==> config.mk <==
export PLATFORM = sky130hd
export DESIGN_NAME = nfu2_seq_ctrl
export DESIGN_NICKNAME = d
export VERILOG_FILES = /design/src/rtl/nfu2_seq_ctrl.sv
export SDC_FILE = /design/constraint.sdc
export NUM_CORES = 1
export LEC_CHECK = 0
export ABC_CLOCK_PERIOD_IN_PS = 2700
export CORE_AREA = 2 2 273 275
export CTS_CLUSTER_DIAMETER = 120
export CTS_CLUSTER_SIZE = 24
export DETAILED_ROUTE_END_ITERATION = 12
export DIE_AREA = 0 0 275 277
export SYNTH_ARGS = -nofsm -noshare
export SYNTH_HDL_FRONTEND = slang
export SYNTH_SLANG_ARGS = --single-unit
==> constraint.sdc <==
create_clock -name clk -period 2.7 [get_ports clk]
set_input_delay 0.54 -clock clk [delete_from_list [all_inputs] [get_ports clk]]
set_output_delay 0.54 -clock clk [all_outputs]
set_load 0.01 [all_outputs]
==> src/rtl/nfu2_seq_ctrl.sv <==
// Sequencer for the NFU-2 adder-tree datapath: loads a partial sum per output
// group, streams tiles with per-tile selects from the config RAM, then drains and writes.
module nfu2_seq_ctrl #(
  parameter int L1_SEL_W = 128,
  parameter int L2_SEL_W = 192,
  parameter int CFG_AW   = 8,
  parameter int CNT_W    = 8
) (
  input  logic                         clk,
  input  logic                         rst_n,
  input  logic                         i_start,
  input  logic [CNT_W-1:0]             i_num_groups,
  input  logic [CNT_W-1:0]             i_num_tiles,
  input  logic [CFG_AW-1:0]            i_cfg_base,
  output logic                         o_busy,
  output logic                         o_done,
  input  logic                         i_psum_valid,
  output logic                         o_psum_ready,
  output logic                         o_load_partial_sum,
  input  logic                         i_nfu1_valid,
  output logic                         o_nfu1_ready,
  output logic                         o_nfu1_en,
  output logic                         o_cfg_rd,
  output logic [CFG_AW-1:0]            o_cfg_addr,
  input  logic [L1_SEL_W+L2_SEL_W-1:0] i_cfg_data,
  output logic [L1_SEL_W-1:0]          o_l1_sel_lines,
  output logic [L2_SEL_W-1:0]          o_l2_sel_lines,
  output logic                         o_out_valid,
  input  logic                         i_out_ready,
  output logic [CNT_W-1:0]             o_group_idx
);

  typedef enum logic [2:0] {
    S_IDLE, S_LOAD, S_ACCUM, S_DRAIN, S_WRITE, S_DONE
  } state_t;

  state_t             state, state_nxt;
  logic [CNT_W-1:0]   num_groups_q;
  logic [CNT_W-1:0]   num_tiles_q;
  logic [CNT_W-1:0]   tile_cnt;
  logic [CFG_AW-1:0]  cfg_ptr;
  logic               drain_cnt;
  logic               sel_vld;

  logic psum_hs, accept, out_hs, last_tile, last_group;

  assign psum_hs    = o_psum_ready & i_psum_valid;
  assign accept     = o_nfu1_ready & i_nfu1_valid;
  assign out_hs     = o_out_valid & i_out_ready;
  assign last_tile  = (tile_cnt + CNT_W'(1)) == num_tiles_q;
  assign last_group = o_group_idx == (num_groups_q - CNT_W'(1));

  // Enables follow the valid inputs directly so a tile is taken in the same cycle.
  assign o_load_partial_sum = psum_hs;
  assign o_nfu1_en          = accept;
  assign o_cfg_rd           = accept;
  assign o_cfg_addr         = o_nfu1_ready ? cfg_ptr : '0;

  // The RAM word arrives one cycle after the read; outside that slot the selects are zero.
  assign o_l1_sel_lines = sel_vld ? i_cfg_data[L1_SEL_W-1:0] : '0;
  assign o_l2_sel_lines = sel_vld ? i_cfg_data[L1_SEL_W+L2_SEL_W-1:L1_SEL_W] : '0;

  // NOTE: every path through an always_comb starts from a default, so no latch is inferred.
  always_comb begin
    state_nxt = state;
    case (state)
      S_IDLE:  if (i_start) state_nxt = (i_num_groups == '0) ? S_DONE : S_LOAD;
      S_LOAD:  if (psum_hs) state_nxt = (num_tiles_q == '0) ? S_DRAIN : S_ACCUM;
      S_ACCUM: if (accept && last_tile) state_nxt = S_DRAIN;
      S_DRAIN: if (drain_cnt) state_nxt = S_WRITE;
      S_WRITE: if (out_hs) state_nxt = last_group ? S_DONE : S_LOAD;
      S_DONE:  state_nxt = S_IDLE;
      default: state_nxt = S_IDLE;
    endcase
  end

  // NOTE: sequential state uses non-blocking assignments so every register samples pre-edge values.
  always_ff @(posedge clk) begin
    if (!rst_n) begin
      state        <= S_IDLE;
      o_busy       <= 1'b0;
      o_done       <= 1'b0;
      o_psum_ready <= 1'b0;
      o_nfu1_ready <= 1'b0;
      o_out_valid  <= 1'b0;
      o_group_idx  <= '0;
      num_groups_q <= '0;
      num_tiles_q  <= '0;
      tile_cnt     <= '0;
      cfg_ptr      <= '0;
      drain_cnt    <= 1'b0;
      sel_vld      <= 1'b0;
    end else begin
      state        <= state_nxt;
      o_busy       <= state_nxt != S_IDLE;
      o_psum_ready <= state_nxt == S_LOAD;
      o_nfu1_ready <= state_nxt == S_ACCUM;
      o_out_valid  <= state_nxt == S_WRITE;
      o_done       <= state == S_DONE;
      sel_vld      <= o_cfg_rd;
      case (state)
        S_IDLE: begin
          if (i_start) begin
            num_groups_q <= i_num_groups;
            num_tiles_q  <= i_num_tiles;
            cfg_ptr      <= i_cfg_base;
            o_group_idx  <= '0;
          end
        end
        S_LOAD: begin
          tile_cnt  <= '0;
          drain_cnt <= 1'b0;
        end
        S_ACCUM: begin
          // The pointer is never rewound, so groups read consecutive config words.
          if (accept) begin
            cfg_ptr  <= cfg_ptr + CFG_AW'(1);
            tile_cnt <= tile_cnt + CNT_W'(1);
          end
        end
        S_DRAIN: drain_cnt <= 1'b1;
        S_WRITE: begin
          if (out_hs && !last_group) o_group_idx <= o_group_idx + CNT_W'(1);
        end
        default: ;
      endcase
    end
  end

endmodule

# Yosys cells after proc, flatten, opt, wreduce, memory -nomap -nowiden

Index checks and enable logic that the tools add are counted.

Bits in registers: 50
Output and inout bits: 344
Logic and storage cells: 69

Add/sub/neg operators: 4
Equal/unequal tests: 13
Muxes and demuxes: 21
Bitwise logic cells: 3
Reduce and logical (&&, ||, !) cells: 15

Operators by type and width:

| cell                                                 | count |
|---|---|
| two-way mux 192 bit                                  | 1 |
| two-way mux 128 bit                                  | 1 |
| two-way mux 8 bit                                    | 6 |
| one-hot mux 8 bit (2 select lines)                   | 3 |
| adder 8 x 1 -> 8 bit (second input constant)         | 3 |
| two-way mux 3 bit                                    | 7 |
| equality test 8 bit                                  | 2 |
| zero test 8 bit                                      | 2 |
| one-hot mux 3 bit (5 select lines)                   | 1 |
| equality test 3 x 2 -> 1 bit (second input constant) | 3 |
| equality test 3 bit (second input constant)          | 3 |
| nonzero test 2 bit                                   | 4 |
| subtractor 8 x 1 -> 8 bit (second input constant)    | 1 |
| equality test 3 x 1 -> 1 bit (second input constant) | 2 |
| inequality test 2 bit (second input constant)        | 3 |
| AND reduction 3 bit                                  | 2 |
| AND reduction 2 bit                                  | 2 |
| bitwise AND 1 bit                                    | 3 |
| zero test 3 bit                                      | 1 |
| nonzero test 3 bit                                   | 1 |
| logical AND 1 bit                                    | 2 |
| one-hot mux 1 bit (2 select lines)                   | 1 |
| zero test 1 bit                                      | 1 |
| two-way mux 1 bit                                    | 1 |

# Depth between registers and ports, before layout

Depth after elaboration: 6
Mapped depth: 10
Depth with buffers taken out: 8

# Worst setup path after synthesis

OpenSTA, ideal clock, no wires.

Kind: reg2reg
Start: reg num_groups_q[0]
End: reg o_psum_ready
Setup time: 0.133 ns
Arrival time: 1.902 ns
Data required time: 2.567 ns
Path slack: 0.665 ns
Cell stages (with the launch flop): 11
Path buffers: 2
Path through: dfxtp_1 > buf_6 > inv_1 > ha_1 > clkbuf_1 > nand2_1 > mux2i_1 > a21oi_1 > a2111oi_4 > nand3_2 > nor4bb_1

Cells in the longest elaborated chain, start to end: 6

Ends and longest elaborated chain:

| what                               | RTL line | RTL |
|---|---|---|
| from (decl)                        | 38       | `logic [CNT_W-1:0] num_groups_q;` |
| from (signal assigned)             | 104      | `num_groups_q <= i_num_groups;` |
| subtractor 8 x 1 -> 8 bit          | 51       | `assign last_group = o_group_idx == (num_groups_q - CNT_W'(1));` |
| equality test 8 bit                | 51       |  |
| two-way mux 3 bit (2 in a row)     | 71       | `S_WRITE: if (out_hs) state_nxt = last_group ? S_DONE : S_LOAD;` |
| one-hot mux 3 bit (5 select lines) | 66       | `case (state)` |
| equality test 3 x 1 -> 1 bit       | 96       | `o_psum_ready <= state_nxt == S_LOAD;` |
| to (signal assigned)               | 83       | `o_psum_ready <= 1'b0;` |
| to (signal assigned)               | 96       |  |
| to (decl)                          | 18       | `output logic o_psum_ready,` |

Every way passes these cells.
A chain may end at the register's enable or synchronous reset.

# Worst setup path after layout

Start: reg sel_vld
End: out o_l2_sel_lines[74]

Cells in the longest elaborated chain, start to end: 1

Ends and longest elaborated chain:

| what                   | RTL line | RTL |
|---|---|---|
| from (decl)            | 43       | `logic sel_vld;` |
| from (signal assigned) | 100      | `sel_vld <= o_cfg_rd;` |
| two-way mux 192 bit    | 61       | `assign o_l2_sel_lines = sel_vld ? i_cfg_data[L1_SEL_W+L2_SEL_W-1:L1_SEL_W] : '0;` |
| to (decl)              | 27       | `output logic [L2_SEL_W-1:0] o_l2_sel_lines,` |

Every way passes these cells.

==> run summary <==
TIMING
-------------------------------------------------------------------------------------
TNS Setup ..............................................................         0 ps
Worst slew margin ......................................................       54.13%
Count of final max-slew check failures .................................            0
Setup repair after global routing missed its margin ....................        false
Highest Clock Rate .....................................................   0.3826 GHz
Worst hold margin ......................................................     470.6 ps
Slew at the pin closest to its max-slew limit ..........................     688.1 ps
# setup viols final ....................................................            0
Fin. Hold Viols ........................................................            0
Post-layout min period .................................................      2613 ps
Final worst slack ......................................................     86.59 ps
Part of the cycle the worst path needs .................................       96.79%
Clock tree skew after final layout .....................................     6.248 ps

DETAILED ROUTING
-------------------------------------------------------------------------------------
Via density per instance ...............................................        3.301
Count of routing violations after the opening detailed-route iteration .          317
Vias after detailed routing ............................................         7836
Uppermost layer routed .................................................         met5
First-pass iteration count of the detailed router ......................            4
Met3 wirelength from detailed routing ..................................     20.84 mm
Number of DRC violations after detailed routing ........................            0
Amount of wire on met2 after detailed routing ..........................     26.47 mm
Total routed wire length on the met1 layer .............................     29.09 mm
Routed length per instance .............................................     32.47 um
Remaining antenna violation count ......................................            0
Final routed wirelength across all metal layers ........................     77.08 mm

CLOCK NETWORK
-------------------------------------------------------------------------------------
CTS clk-pin slew, worst paths ..........................................        70 ps
H-tree depth ...........................................................            2
Clock insertion delay at the later pin of the skew report ..............       310 ps
Clock buffers created by TritonCTS .....................................            5
Cell at the root of the clock tree ..................................... sky130_fd_sc_hd__clkbuf_16
Hold-fix buffer count after cts ........................................            0
TritonCTS clock tree ...................................................          yes
Bufs on Longest Clock Path .............................................            2
Number of sinks on the clock net .......................................           50

PLACE
-------------------------------------------------------------------------------------
Pre-CTS worst setup slack ..............................................     281.7 ps
Area after DPL ......................................................... 0.01313 mm^2
Detail Placement HPWL ..................................................     70.26 mm
Instance count after placement with tap cells included .................         2345
Routability Congestion .................................................       0.8599
Count of buffers inserted at the top-level ports .......................          693

WORST SETUP PATH
-------------------------------------------------------------------------------------
Nature of the critical path startpoint .................................     register
Arrival time reported for the critical path endpoint ...................      2070 ps
Required arrival time at the worst endpoint ............................      2160 ps
Type of the setup path with the least slack ............................ register to output pin
Worst setup path startpoint ............................................ sel_vld$_SDFF_PN0_
Endpoint of the lowest-slack register-to-register path ................. o_out_valid$_SDFF_PN0_
Worst-path maximum fanout ..............................................           57
Reg-to-reg critical path startpoint .................................... num_groups_q[0]$_SDFFE_PN0P_
Reg2Reg Setup Slack ....................................................       420 ps
Worst Setup End Kind ...................................................   output pin
Reg2reg path depth .....................................................            8

FLOW RUN
-------------------------------------------------------------------------------------
Maxcap violations ......................................................            0

YOSYS
-------------------------------------------------------------------------------------
Mean cell area of the mapped netlist ...................................   6.919 um^2
Cell Area, Synth ....................................................... 0.004933 mm^2
Register area share after synthesis ....................................       20.29%
Most used flip-flop cell after synthesis ............................... sky130_fd_sc_hd__dfxtp_1
Post-synthesis adder-cell area fraction ................................       1.014%
Portion of netlist area occupied by mux cells ..........................       2.460%
Cells after synthesis ..................................................          713
Number of synthesized flops with an enable pin .........................            0
Post-Synthesis Net Count ...............................................         1067
Xor and xnor area share after synthesis ................................       3.728%
Number of warnings printed during yosys synthesis ......................            0
Synth Area in Compound Gates ...........................................       9.815%
Share of flip-flops with an asynchronous set or reset after synthesis ..           0%
#FFs+latches synth .....................................................           50
Simple-Gate Fraction of Synth Area .....................................       58.00%
Count of unique library cells instantiated by Yosys ....................           52
Combinational family with the most area after synthesis ................ simple AND/OR/NAND/NOR gates

HOLD PATH
-------------------------------------------------------------------------------------
Worst Min Path Start ................................................... num_groups_q[7]$_SDFFE_PN0P_
Endpoint of the worst hold path ........................................ num_groups_q[7]$_SDFFE_PN0P_
Cell count of the worst hold path ......................................            2
Classification of the worst-slack hold path ............................ register to register

FLOORPLANNING
-------------------------------------------------------------------------------------
Chip Width .............................................................       275 um
Core Footprint ......................................................... 0.07357 mm^2
Die height .............................................................       277 um
Top-Level Pins .........................................................          694
Starting utilization of the core area ..................................       6.706%
Area of the die ........................................................ 0.07618 mm^2
Rows ...................................................................          100

FINISH
-------------------------------------------------------------------------------------
Most common cell after layout, fill and taps aside ..................... sky130_fd_sc_hd__clkdlybuf4s50_1
Fraction of the core area covered by cells at the end of the flow ......       18.15%
Commonest cells after routing, fill and taps aside ..................... sky130_fd_sc_hd__clkdlybuf4s50_1, sky130_fd_sc_hd__and2_1, sky130_fd_sc_hd__nand2_1
Sequential cell area ................................................... 0.001005 mm^2
Fin nets ...............................................................         1737
Final std cell area, no fill ........................................... 0.01335 mm^2
# fillers ..............................................................         8339
Multi-input gate area in the final layout .............................. 0.003701 mm^2
Layout Area Growth over Synthesis ......................................       170.6%
Final non-filler cell total ............................................         2374
Share of layout cells above drive strength 1 ...........................       3.613%

GLOBAL ROUTING
-------------------------------------------------------------------------------------
Wire length of the first global-routing pass ...........................     92.08 mm
Number of global-route vias before repair ..............................         7756
Maximum number of pins on one net before global-route repair ...........          109
Overall track demand over capacity in global routing ...................       19.34%
Number of antenna violations at the first check in global routing ......           67
Total congestion overflow after global routing .........................            0

POWER
-------------------------------------------------------------------------------------
Overall power of the completed layout ..................................     2.422 mW
Leakage power of the design ............................................     4.832 nW
Part of the power in registers .........................................        33.7%
Power density over the cells ........................................... 181.4 mW/mm^2
Logic pwr share ........................................................        36.1%
Power Internal .........................................................     1.762 mW
Sw frac ................................................................       27.26%
Net switching power of the design ......................................     660.3 uW
Maximum vdd ir drop ....................................................     194.3 uV
Clk network pwr share ..................................................        30.2%

STATUS
-------------------------------------------------------------------------------------
Result of the run ...................................................... finished, final reports clean

[cell usage after synthesis, types with 8 or more instances]
master | instances | area, um^2
sky130_fd_sc_hd__a21oi_1 | 32 | 160.2
sky130_fd_sc_hd__and3_1 | 8 | 50.05
sky130_fd_sc_hd__o21ai_0 | 11 | 55.05
sky130_fd_sc_hd__nand2_1 | 73 | 274.0
sky130_fd_sc_hd__xor2_1 | 8 | 70.07
sky130_fd_sc_hd__nand3_1 | 13 | 65.06
sky130_fd_sc_hd__clkbuf_1 | 45 | 168.9
sky130_fd_sc_hd__mux2i_1 | 11 | 110.1
sky130_fd_sc_hd__nor2_1 | 25 | 93.84
sky130_fd_sc_hd__dfxtp_1 | 50 | 1001
sky130_fd_sc_hd__and2_1 | 333 | 2083
sky130_fd_sc_hd__xnor2_1 | 13 | 113.9
[worst max-delay path, cell delays in order (launching register included)]
cell	delay [ps]
sky130_fd_sc_hd__dfxtp_4	390
sky130_fd_sc_hd__buf_12	190
sky130_fd_sc_hd__buf_12	240
sky130_fd_sc_hd__and2_1	150
sky130_fd_sc_hd__clkdlybuf4s50_1	760
[layout make-up]
| class | instances | share of cell area (%) |
|---|---|---|
| repair buffers | 717 | 53.94 |
| diodes | 21 | 0.3936 |
| clock buffers | 6 | 1.125 |
| multi-input cells | 605 | 27.72 |
| inverters | 4 | 0.1125 |
| well taps | 969 | 9.081 |
| clock inverters | 2 | 0.1031 |
| flip-flops and latches | 50 | 7.525 |
[power by group through the flow]
| stage | Clock [mW] | Sequential, mW | Combinational (mW) |
|---|---|---|---|
| floorplan | 0 | 0.813 | 0.232 |
| global placement | 0 | 0.833 | 0.861 |
| detailed placement | 0 | 0.833 | 0.871 |
| CTS | 0.761 | 0.816 | 0.882 |
| global route | 0.784 | 0.821 | 0.941 |
| finish | 0.732 | 0.816 | 0.874 |
[registers in the layout, indices dropped and copies added, names as in the netlist, 3 cells and up]
name          flops
cfg_ptr           8
num_groups_q      8
num_tiles_q       8
o_group_idx       8
state             3
tile_cnt          8
[cells by family after synthesis]
| kind of cell | Yosys count |
|---|---|
| AOI/OAI and AO/OA | 75 |
| DFF | 50 |
| muxes | 12 |
| adders and majority gates | 4 |
| buffers and inverters | 58 |
| and+or+nand+nor | 493 |
| xor gates and xnor gates | 21 |
[layer usage]
metal / up-vias / track usage (%)
li1: 3668 / -
met5: - / 0
met4: 38 / 1.483
met1: 3516 / 20.75
met2: 549 / 23.71
met3: 65 / 24.92
[worst max path at each step]
stage	depth (start not counted)	to
after floorplan	10	o_psum_ready$_SDFF_PN0_
after global placement	4	o_nfu1_en
after detailed placement	4	o_cfg_rd
after CTS	4	o_l2_sel_lines[74]
after global routing	4	o_l2_sel_lines[89]
final	4	o_l2_sel_lines[74]
[what timing repair did]
| action | 4_1_cts | 5_1_grt |
|---|---|---|
| endpoints found under the setup margin | 0 | 4 |
| buffers inserted | 0 | 0 |
| resized for setup | 0 | 4 |
Power figures use the tool's default switching activity.
